[src/rtl/srl_fifo_ctrl_pkg.sv]
// Shared types and elaboration helpers for the SRL FIFO controller.
// Optional occupancy outputs are enabled with the SRL_FIFO_LEVEL_EN macro.
package srl_fifo_ctrl_pkg;

  typedef enum logic [1:0] {
    EMPTY,
    PARTIAL,
    FULL
  } state_t;

  function automatic int clog2(input int value);
    int r;
    r = 0;
    for (int v = value - 1; v > 0; v = v >> 1) r++;
    return r;
  endfunction

  // Legal configuration: at least two words, all of them addressable.
  function automatic bit params_ok(input int depth, input int addr_width);
    return (depth >= 2) && (clog2(depth) <= addr_width);
  endfunction

endpackage

[src/rtl/srl_fifo_ctrl_if.sv]
// Producer/consumer handshake bundle for srl_fifo_ctrl; the FIFO is the slave.
// Level outputs exist only when SRL_FIFO_LEVEL_EN is defined.
interface srl_fifo_ctrl_if #(
  parameter int DATA_WIDTH = 1,
  parameter int ADDR_WIDTH = 1
);
  logic                  if_write_ce;
  logic                  if_write;
  logic [DATA_WIDTH-1:0] if_din;
  logic                  if_full_n;
  logic                  if_read_ce;
  logic                  if_read;
  logic [DATA_WIDTH-1:0] if_dout;
  logic                  if_empty_n;
`ifdef SRL_FIFO_LEVEL_EN
  logic [ADDR_WIDTH:0]   if_num_data_valid;
  logic                  if_almost_full;
`endif

  modport master (
    output if_write_ce, if_write, if_din, if_read_ce, if_read,
`ifdef SRL_FIFO_LEVEL_EN
    input  if_num_data_valid, if_almost_full,
`endif
    input  if_full_n, if_dout, if_empty_n
  );

  modport slave (
    input  if_write_ce, if_write, if_din, if_read_ce, if_read,
`ifdef SRL_FIFO_LEVEL_EN
    output if_num_data_valid, if_almost_full,
`endif
    output if_full_n, if_dout, if_empty_n
  );
endinterface

[src/rtl/srl_fifo_ctrl_storage.sv]
// Shift-register word array: a write shifts every word up one slot and loads
// slot 0; the read port is a plain combinational mux on addr.
module srl_fifo_storage #(
  parameter int DATA_WIDTH = 1,
  parameter int ADDR_WIDTH = 1,
  parameter int DEPTH      = 2
) (
  input  logic                  clk,
  input  logic                  we,
  input  logic [ADDR_WIDTH-1:0] addr,
  input  logic [DATA_WIDTH-1:0] din,
  output logic [DATA_WIDTH-1:0] dout
);
  logic [DATA_WIDTH-1:0] mem [DEPTH];

  // NOTE: the array has no reset; the controller's flags mark which slots hold valid data.
  always_ff @(posedge clk) begin
    if (we) begin
      for (int i = DEPTH - 1; i > 0; i--) mem[i] <= mem[i-1];
      mem[0] <= din;
    end
  end

  assign dout = mem[addr];
endmodule

[src/rtl/srl_fifo_ctrl.sv]
// SRL FIFO controller: occupancy tracking, storage write/address control and
// registered full_n/empty_n flags. SRL_FIFO_LEVEL_EN adds level outputs.
module srl_fifo_ctrl
  import srl_fifo_ctrl_pkg::*;
#(
  parameter int DATA_WIDTH = 1,
  parameter int ADDR_WIDTH = 1,
  parameter int DEPTH      = 2
) (
  input logic           clk,
  input logic           reset,
  srl_fifo_ctrl_if.slave fifo
);
  localparam int OW = ADDR_WIDTH + 1;
  localparam logic [OW-1:0] OCC_FULL = OW'(DEPTH);
  localparam logic [OW-1:0] OCC_AF   = OW'(DEPTH - 1);

  if (!params_ok(DEPTH, ADDR_WIDTH)) begin : g_bad_params
    $error("srl_fifo_ctrl: need DEPTH >= 2 and DEPTH <= 2**ADDR_WIDTH");
  end

  logic [OW-1:0]         occ_d, occ_q;
  logic                  empty_n_d, empty_n_q;
  logic                  full_n_d, full_n_q;
  logic                  push, pop;
  state_t                state;
  logic [ADDR_WIDTH-1:0] addr;

  // NOTE: every always_comb output gets a default first so no latch can be inferred.
  always_comb begin
    push  = fifo.if_write & fifo.if_write_ce & full_n_q;
    pop   = fifo.if_read & fifo.if_read_ce & empty_n_q;
    occ_d = occ_q;
    unique case ({push, pop})
      2'b10:   occ_d = occ_q + 1'b1;
      2'b01:   occ_d = occ_q - 1'b1;
      default: occ_d = occ_q;  // idle, or push+pop: shift in place
    endcase
    empty_n_d = (occ_d != '0);
    full_n_d  = (occ_d != OCC_FULL);
  end

  always_comb begin
    if (occ_q == '0)           state = EMPTY;
    else if (occ_q == OCC_FULL) state = FULL;
    else                       state = PARTIAL;
    // Head of queue is the oldest word, at slot occ-1 of the shift array.
    addr = (state == EMPTY) ? '0 : ADDR_WIDTH'(occ_q - 1'b1);
  end

  // NOTE: sequential state uses non-blocking assignments only.
  always_ff @(posedge clk or posedge reset) begin
    if (reset) begin
      occ_q     <= '0;
      empty_n_q <= 1'b0;
      full_n_q  <= 1'b1;
    end else begin
      occ_q     <= occ_d;
      empty_n_q <= empty_n_d;
      full_n_q  <= full_n_d;
    end
  end

  assign fifo.if_empty_n = empty_n_q;
  assign fifo.if_full_n  = full_n_q;

`ifdef SRL_FIFO_LEVEL_EN
  logic almost_full_d, almost_full_q;

  always_comb begin
    almost_full_d = (occ_d >= OCC_AF);
  end

  always_ff @(posedge clk or posedge reset) begin
    if (reset) almost_full_q <= 1'b0;
    else       almost_full_q <= almost_full_d;
  end

  assign fifo.if_num_data_valid = occ_q;
  assign fifo.if_almost_full    = almost_full_q;
`endif

  srl_fifo_storage #(
    .DATA_WIDTH(DATA_WIDTH),
    .ADDR_WIDTH(ADDR_WIDTH),
    .DEPTH     (DEPTH)
  ) u_storage (
    .clk (clk),
    .we  (push),
    .addr(addr),
    .din (fifo.if_din),
    .dout(fifo.if_dout)
  );
endmodule
[src/flat_wrapper.sv]
// flat-port wrapper written by rule: the top's interface ports become plain ports
module srl_fifo_ctrl_flat import srl_fifo_ctrl_pkg::*;
#(
  parameter int DATA_WIDTH = 1,
  parameter int ADDR_WIDTH = 1,
  parameter int DEPTH      = 2
)
  (clk, reset, fifo_if_write_ce, fifo_if_write, fifo_if_din, fifo_if_read_ce, fifo_if_read, fifo_if_full_n, fifo_if_dout, fifo_if_empty_n);
  srl_fifo_ctrl_if #(.DATA_WIDTH(DATA_WIDTH), .ADDR_WIDTH(ADDR_WIDTH)) fifo_i ();
  input logic clk;
  input logic reset;
  input wire logic [$bits(fifo_i.if_write_ce)-1:0] fifo_if_write_ce;
  input wire logic [$bits(fifo_i.if_write)-1:0] fifo_if_write;
  input wire logic [$bits(fifo_i.if_din)-1:0] fifo_if_din;
  input wire logic [$bits(fifo_i.if_read_ce)-1:0] fifo_if_read_ce;
  input wire logic [$bits(fifo_i.if_read)-1:0] fifo_if_read;
  output wire logic [$bits(fifo_i.if_full_n)-1:0] fifo_if_full_n;
  output wire logic [$bits(fifo_i.if_dout)-1:0] fifo_if_dout;
  output wire logic [$bits(fifo_i.if_empty_n)-1:0] fifo_if_empty_n;
  assign fifo_i.if_write_ce = fifo_if_write_ce;
  assign fifo_i.if_write = fifo_if_write;
  assign fifo_i.if_din = fifo_if_din;
  assign fifo_i.if_read_ce = fifo_if_read_ce;
  assign fifo_i.if_read = fifo_if_read;
  assign fifo_if_full_n = fifo_i.if_full_n;
  assign fifo_if_dout = fifo_i.if_dout;
  assign fifo_if_empty_n = fifo_i.if_empty_n;
  srl_fifo_ctrl #(.DATA_WIDTH(DATA_WIDTH), .ADDR_WIDTH(ADDR_WIDTH), .DEPTH(DEPTH)) u_core (.clk(clk), .reset(reset), .fifo(fifo_i));
endmodule
[config.mk]
export PLATFORM = sky130hd
export DESIGN_NAME = srl_fifo_ctrl_flat
export DESIGN_NICKNAME = d
export VERILOG_FILES = /design/src/rtl/srl_fifo_ctrl_pkg.sv /design/src/rtl/srl_fifo_ctrl_if.sv /design/src/rtl/srl_fifo_ctrl_storage.sv /design/src/rtl/srl_fifo_ctrl.sv /design/src/flat_wrapper.sv
export SDC_FILE = /design/constraint.sdc
export NUM_CORES = 1
export LEC_CHECK = 0
export CAP_MARGIN = 20
export CORE_AREA = 2 2 39 41
export DETAILED_ROUTE_END_ITERATION = 12
export DIE_AREA = 0 0 41 43
export HOLD_SLACK_MARGIN = 0.03
export SETUP_SLACK_MARGIN = 0.4
export SYNTH_ARGS = -nofsm -noshare
export SYNTH_HDL_FRONTEND = slang
export SYNTH_HIERARCHICAL = 1
export SYNTH_SLANG_ARGS = --single-unit
[constraint.sdc]
create_clock -name clk -period 1.69 [get_ports clk]
set_input_delay 0.338 -clock clk [delete_from_list [all_inputs] [get_ports clk]]
set_output_delay 0.338 -clock clk [all_outputs]
set_load 0.02 [all_outputs]
# Word-level counts from Yosys, hierarchy flattened
# Memories as Yosys holds them, arrays and structs flattened.
# Cells that the tools add are included.
dict set report totals {
  reg_bits 4
  latchBits 0
  mem_bits_rw 2
  rom_bits 0
  input_bits 7
  out_inout_bits 3
  elab_cells 23
  mem_count 1
}
# name depth word_bits read_ports rd_clocked_by_memory_dff write_ports line_no
set memory_table {}
lappend memory_table {u_core.u_storage.mem 2 1 2 0 2 srl_fifo_ctrl_storage.sv:14} ;# logic [DATA_WIDTH-1:0] mem [DEPTH];
dict set report op_classes {
  add_sub_neg 2
  multipliers 0
  div 0
  magnitude_cmp 0
  n_eq_ne 4
  n_shift 0
  mux 6
  n_bitwise 4
  reduce_logical 3
}
# cell n
set op_table {}
lappend op_table {{1-bit bitwise AND} 4}
lappend op_table {{2-bit == test, second input constant} 2}
lappend op_table {{2-bit logical NOT} 2}
lappend op_table {{2-bit two-way mux} 2}
lappend op_table {{2-bit one-hot mux with 2 select lines} 1}
lappend op_table {{1-bit two-way mux} 3}
lappend op_table {{2-bit by 1-bit adder with 2-bit output, second input constant} 1}
lappend op_table {{2-bit by 1-bit == test with 1-bit output, second input constant} 1}
lappend op_table {{2-bit != test, second input constant} 1}
lappend op_table {{2-bit nonzero test} 1}
lappend op_table {{2-bit by 1-bit subtractor with 2-bit output, second input constant} 1}

# Depth between registers and ports, before layout
# Gate-level depths: netlist of run 1.
# An unclocked memory read counts as a cell.
dict set report logic_depth {
  depth_word 6
  depth_mapped 5
  depth_no_buf 5
}

# Modules after synthesis
# The synthesis of run 1 kept the hierarchy.
# module n_inst cells_per_inst area_per_inst_um2 seq_area_each_um2
set by_module_without_submodules {}
lappend by_module_without_submodules {srl_fifo_ctrl 1 25 257.7 101.3}
lappend by_module_without_submodules {srl_fifo_storage 1 3 75.1 60.1}

# Worst setup path after synthesis of run 1
# Ideal clock, no wire load.
dict set report synth_path {
  kind {reg2reg}
  from {register u_core.full_n_q (netlist: u_core/fifo.if_full_n)}
  to {register u_core.occ_q[1]}
  setup_time_ns 0.125
  arrival_ns 1.420
  required_ns 1.565
  path_slack_ns 0.145
  stages_incl_launch_ff 5
  n_path_buf 0
  period_less_slack_ns 1.545
  path_cell_list {dfstp_2 > nand3_1 > ha_1 > mux2_4 > mux2_2}
}
dict set report synth_between {
  elab_chain_len 3
  elab_cells_between_ends 4
  cone_classes {2 x eq/ne; 1 x mux; 1 x bitwise}
}
# element line_no
set synth_rtl {}
lappend synth_rtl {{start: declaration} srl_fifo_ctrl.sv:24} ;# logic full_n_d, full_n_q;
lappend synth_rtl {{start signal: assignment} srl_fifo_ctrl.sv:60} ;# full_n_q <= full_n_d;
lappend synth_rtl {{1-bit bitwise AND (*)} srl_fifo_ctrl.sv:31} ;# push = fifo.if_write & fifo.if_write_ce & full_n_q;
lappend synth_rtl {{2-bit by 1-bit == test with 1-bit output or 2-bit == test (tied branches)} srl_fifo_ctrl.sv:34} ;# unique case ({push, pop})
lappend synth_rtl {{2-bit one-hot mux with 2 select lines (*)} srl_fifo_ctrl.sv:34}
lappend synth_rtl {{net u_core.occ_d[1]} srl_fifo_ctrl.sv:22} ;# logic [OW-1:0] occ_d, occ_q;
lappend synth_rtl {{end signal: assignment} srl_fifo_ctrl.sv:54} ;# occ_q <= '0;
lappend synth_rtl {{end signal: assignment} srl_fifo_ctrl.sv:58} ;# occ_q <= occ_d;
lappend synth_rtl {{end: declaration} srl_fifo_ctrl.sv:22}
# The timed path passes the listed nets; every way through them passes the cells marked *.

# Worst setup path after layout of run 1
dict set report layout_path {
  from {register u_core.occ_q[0]}
  to {output port fifo_if_dout}
}
dict set report layout_between {
  elab_chain_len 6
  elab_cells_between_ends 8
  cone_classes {1 x add/sub; 1 x eq/ne; 3 x mux; 2 x reduce/logical; 1 x memory}
}
# element line_no
set layout_rtl {}
lappend layout_rtl {{2-bit == test} srl_fifo_ctrl.sv:45} ;# else if (occ_q == OCC_FULL) state = FULL;
lappend layout_rtl {{2-bit two-way mux} srl_fifo_ctrl.sv:45}
lappend layout_rtl {{2-bit two-way mux} srl_fifo_ctrl.sv:44} ;# if (occ_q == '0) state = EMPTY;
lappend layout_rtl {{2-bit logical NOT} srl_fifo_ctrl.sv:48} ;# addr = (state == EMPTY) ? '0 : ADDR_WIDTH'(occ_q - 1'b1);
lappend layout_rtl {{1-bit two-way mux (*)} srl_fifo_ctrl.sv:48}
lappend layout_rtl {{net u_core.addr} srl_fifo_ctrl.sv:27} ;# logic [ADDR_WIDTH-1:0] addr;
lappend layout_rtl {{memory 2 x 1 bit (*)} -}
lappend layout_rtl {{end: declaration} flat_wrapper.sv:18} ;# output wire logic [$bits(fifo_i.if_dout)-1:0] fifo_if_dout;
# Marks and branches as above.

==> qor.yml, run 1 <==
syn2layout_area_growth_pct: 83.8
seq_area_frac_synth_pct: 48.5
leakagePower_nw: 0.286
reg2reg_depth: 4
rsz0062_at_grt: "yes"
grt_max_degree: 8
place_area_um2: 512
grt_pass1_vias: 349
fin_nets: 62
grt-ovfl-total: 0
diodes: 0
status: "complete, no violations"
floorplan.initialDensity_pct: 24.1
end_kind: "output port"
finalSetupTns_ns: 0
yosys_warnings: 6
r2r_end: "u_core/occ_q[1]"
synthArstFlopShare_pct: 66.7
drc: 0
critPathLaunchType: "flop"
gp_congestion: 0.759
cap_viol_max_count: 0
drtAntennaViolNets: 0
pin_count: 10
slew_headroom_pct: 85.8
io_buffers: 9
cts_tree: "yes"
drt_wl_total_um: 834
syn_area_per_cell_um2: 11.9
h-tree-depth: 1
finClkSkew_ns: 0.00760
hold_class: "input pin to asynchronous set/reset pin"
arrival_ns: 1.29
antenna_found_initial: 0
die_h_um: 43
critPathRequiredTime_ns: 1.35
drt_iter0_markers: 1
synth_area_um2: 333
finalSetupViolCount: 0
clk-insertion-delay-late_ns: 0.25
finalCritPeriodShare_pct: 96.5
synth_top_cell_area_share_pct: 22.6
nFillCells: 147
final_cell_area_um2: 612
post-synth-top-area-cell: "dfrtp_1"
post-dp-hpwl_um: 559
timing.rr.start: "u_core/fifo.if_full_n"
die-area_mm2: 0.00176
min_period_ns: 1.63
ys_types: 19
num_vias: 302
final_layout_size_suffix_gt1_share_pct: 60.8
synth-seq-cells: 6
first_pass_iters: 2
rrSetupSlack_ns: 0.22
critPathMaxFanout: 2
via_per_inst: 4.51
post_drt_wl_per_cell_um: 12.4
synth_edf_count: 2
drv_slew: 0
clk_path_buf_depth: 2
synth_nets: 38
syn_inst: 28
clk_transition_reported_paths_ns: 0.05
rows: 14
ir_worst_vdd_mv: 0.407
grt_pass1_wl_um: 1390
die_x_um: 41
yosys-top-cells-area: "dfrtp_1 23%, edfxtp_1 18%, ha_1 11%"
hold_viol: 0
worstSetupPathType: "flop to output port"
cts_buffers: 3
worst-slew-pin-transition_ns: 0.212
fin_ws_ns: 0.0596
power_density_mw_per_mm2: 1450
final_cells: 67
fp.coreArea_mm2: 0.00138
grt_usage_pct: 12.5
yosys_most_used_dff: "dfrtp_1"
clock_sinks: 6
placed_cells: 58
clock-root-buffer: "clkbuf_4"
post-place-ws_ns: -0.173
fmax_mhz: 613
cells in the mapped netlist, types with 2 or more instances:
| cell type | instances |
|---|---|
| edfxtp_1 | 2 |
| mux2_4 | 2 |
| dfrtp_1 | 3 |
| inv_1 | 4 |
| ha_1 | 3 |
stage by stage:
stage | hold WS [ns] | total power, mW | utilization (%)
2_1_floorplan | 0.103 | 0.490 | -
3_3_place_gp | 0.443 | 0.641 | 37.0
3_5_place_dp | 0.447 | 0.648 | 37.0
4_1_cts | 0.274 | 0.857 | 43.0
5_1_grt | 0.301 | 0.950 | 44.2
6_report | 0.277 | 0.887 | 44.2
layer usage:
| layer | GRT usage, % | wire (µm) |
|---|---|---|
| met1 | 12.2 | 321 |
| met2 | 20.6 | 458 |
| met3 | 3.14 | 48 |
| met4 | 10.0 | 5 |
| met5 | 0 | 0 |
sequential cells by signal, summed over array words and instances (netlist names):
name and flops:
u_core/u_storage/mem 2, u_core/fifo.if_empty_n 1, u_core/occ_q 2, u_core/fifo.if_full_n 1
repair_timing:
action / 4_1_cts / 5_1_grt
setup buffers: 3 / 2
pin swaps: 7 / 4
endpoints found under the setup margin: 7 / 7
hold endpoints to repair: 0 / 0
gates cloned: 0 / 0
hold buffers: 0 / 0
resized for setup: 29 / 3
report_power, final:
part	internal, mW	switching (mW)	total, mW
combinational	0.288	0.212	0.500
sequential	0.210	0.0319	0.242
clock	0.0897	0.0553	0.145
total	0.588	0.299	0.887
worst max-delay path by stage:
stage                     startpoint         endpoint  cells after the start
2_1_floorplan  u_core/fifo.if_full_n  u_core/occ_q[1]                      4
3_3_place_gp         fifo_if_read_ce  u_core/occ_q[1]                      6
3_5_place_dp         fifo_if_read_ce  u_core/occ_q[1]                      6
4_1_cts              u_core/occ_q[0]     fifo_if_dout                      4
5_1_grt              u_core/occ_q[0]     fifo_if_dout                      4
6_report             u_core/occ_q[0]     fifo_if_dout                      4
worst max-delay path, stage by stage, from the launching register on:
cell     delay (ns)
dfrtp_1        0.38
inv_1          0.07
ha_2           0.17
mux2_4         0.30
buf_6          0.13
layout by cell type (no fill, tap or decap):
cell type,instances
a211oi_1,1
a21oi_2,1
and3_4,1
and3b_1,1
buf_4,7
buf_6,5
clkbuf_1,1
clkbuf_2,1
clkbuf_4,3
clkdlybuf4s50_1,2
dfrtp_1,2
dfrtp_2,1
dfstp_2,1
dlygate4sd2_1,4
edfxtp_1,2
ha_2,1
ha_4,2
inv_1,2
inv_2,1
inv_4,1
mux2_4,3
mux2i_1,1
nand2_1,1
nand3_4,1
nor2b_2,1
nor3_1,1
nor3b_2,1
o21ai_1,1
o21bai_1,1
logic make-up (layout without fill, tap and decap cells):
group / after synthesis / count (layout) / share of synthesized area, %
simple gates: 7 / 7 / 12.8
flops: 6 / 6 / 48.5
compound gates: 4 / 4 / 7.52
mux: 4 / 4 / 15.4
buf+inv: 4 / 27 / 4.51
fa+ha+maj: 3 / 3 / 11.3
cell type report:
type                       count  area, µm²  share of cell area [%]
clock buffer                   4       26.3                    4.29
inverter                       4       17.5                    2.86
multi-input combinational     18        216                    35.4
sequential                     6        163                    26.6
tap                           16       20.0                    3.27
timing repair buffer          19        169                    27.6
Note: power is estimated with default switching activity, not from simulation.
==> run 2: changes to the inputs <==
--- a/config.mk
+++ b/config.mk
@@ -5,11 +5,13 @@
 export SDC_FILE = /design/constraint.sdc
 export NUM_CORES = 1
 export LEC_CHECK = 0
+export ABC_AREA = 0
 export CAP_MARGIN = 20
 export CORE_AREA = 2 2 39 41
 export DETAILED_ROUTE_END_ITERATION = 12
 export DIE_AREA = 0 0 41 43
 export HOLD_SLACK_MARGIN = 0.03
+export MAX_ROUTING_LAYER = met4
 export SETUP_SLACK_MARGIN = 0.4
 export SYNTH_ARGS = -nofsm -noshare
 export SYNTH_HDL_FRONTEND = slang
==> results of run 2 <==
The final DEF is identical to that of run 1; final timing and power are the same.
Main changes from that run: final weighted congestion in routability-driven placement 0.759 -> 0.769; overall routing resource usage 12.5% -> 12.8%
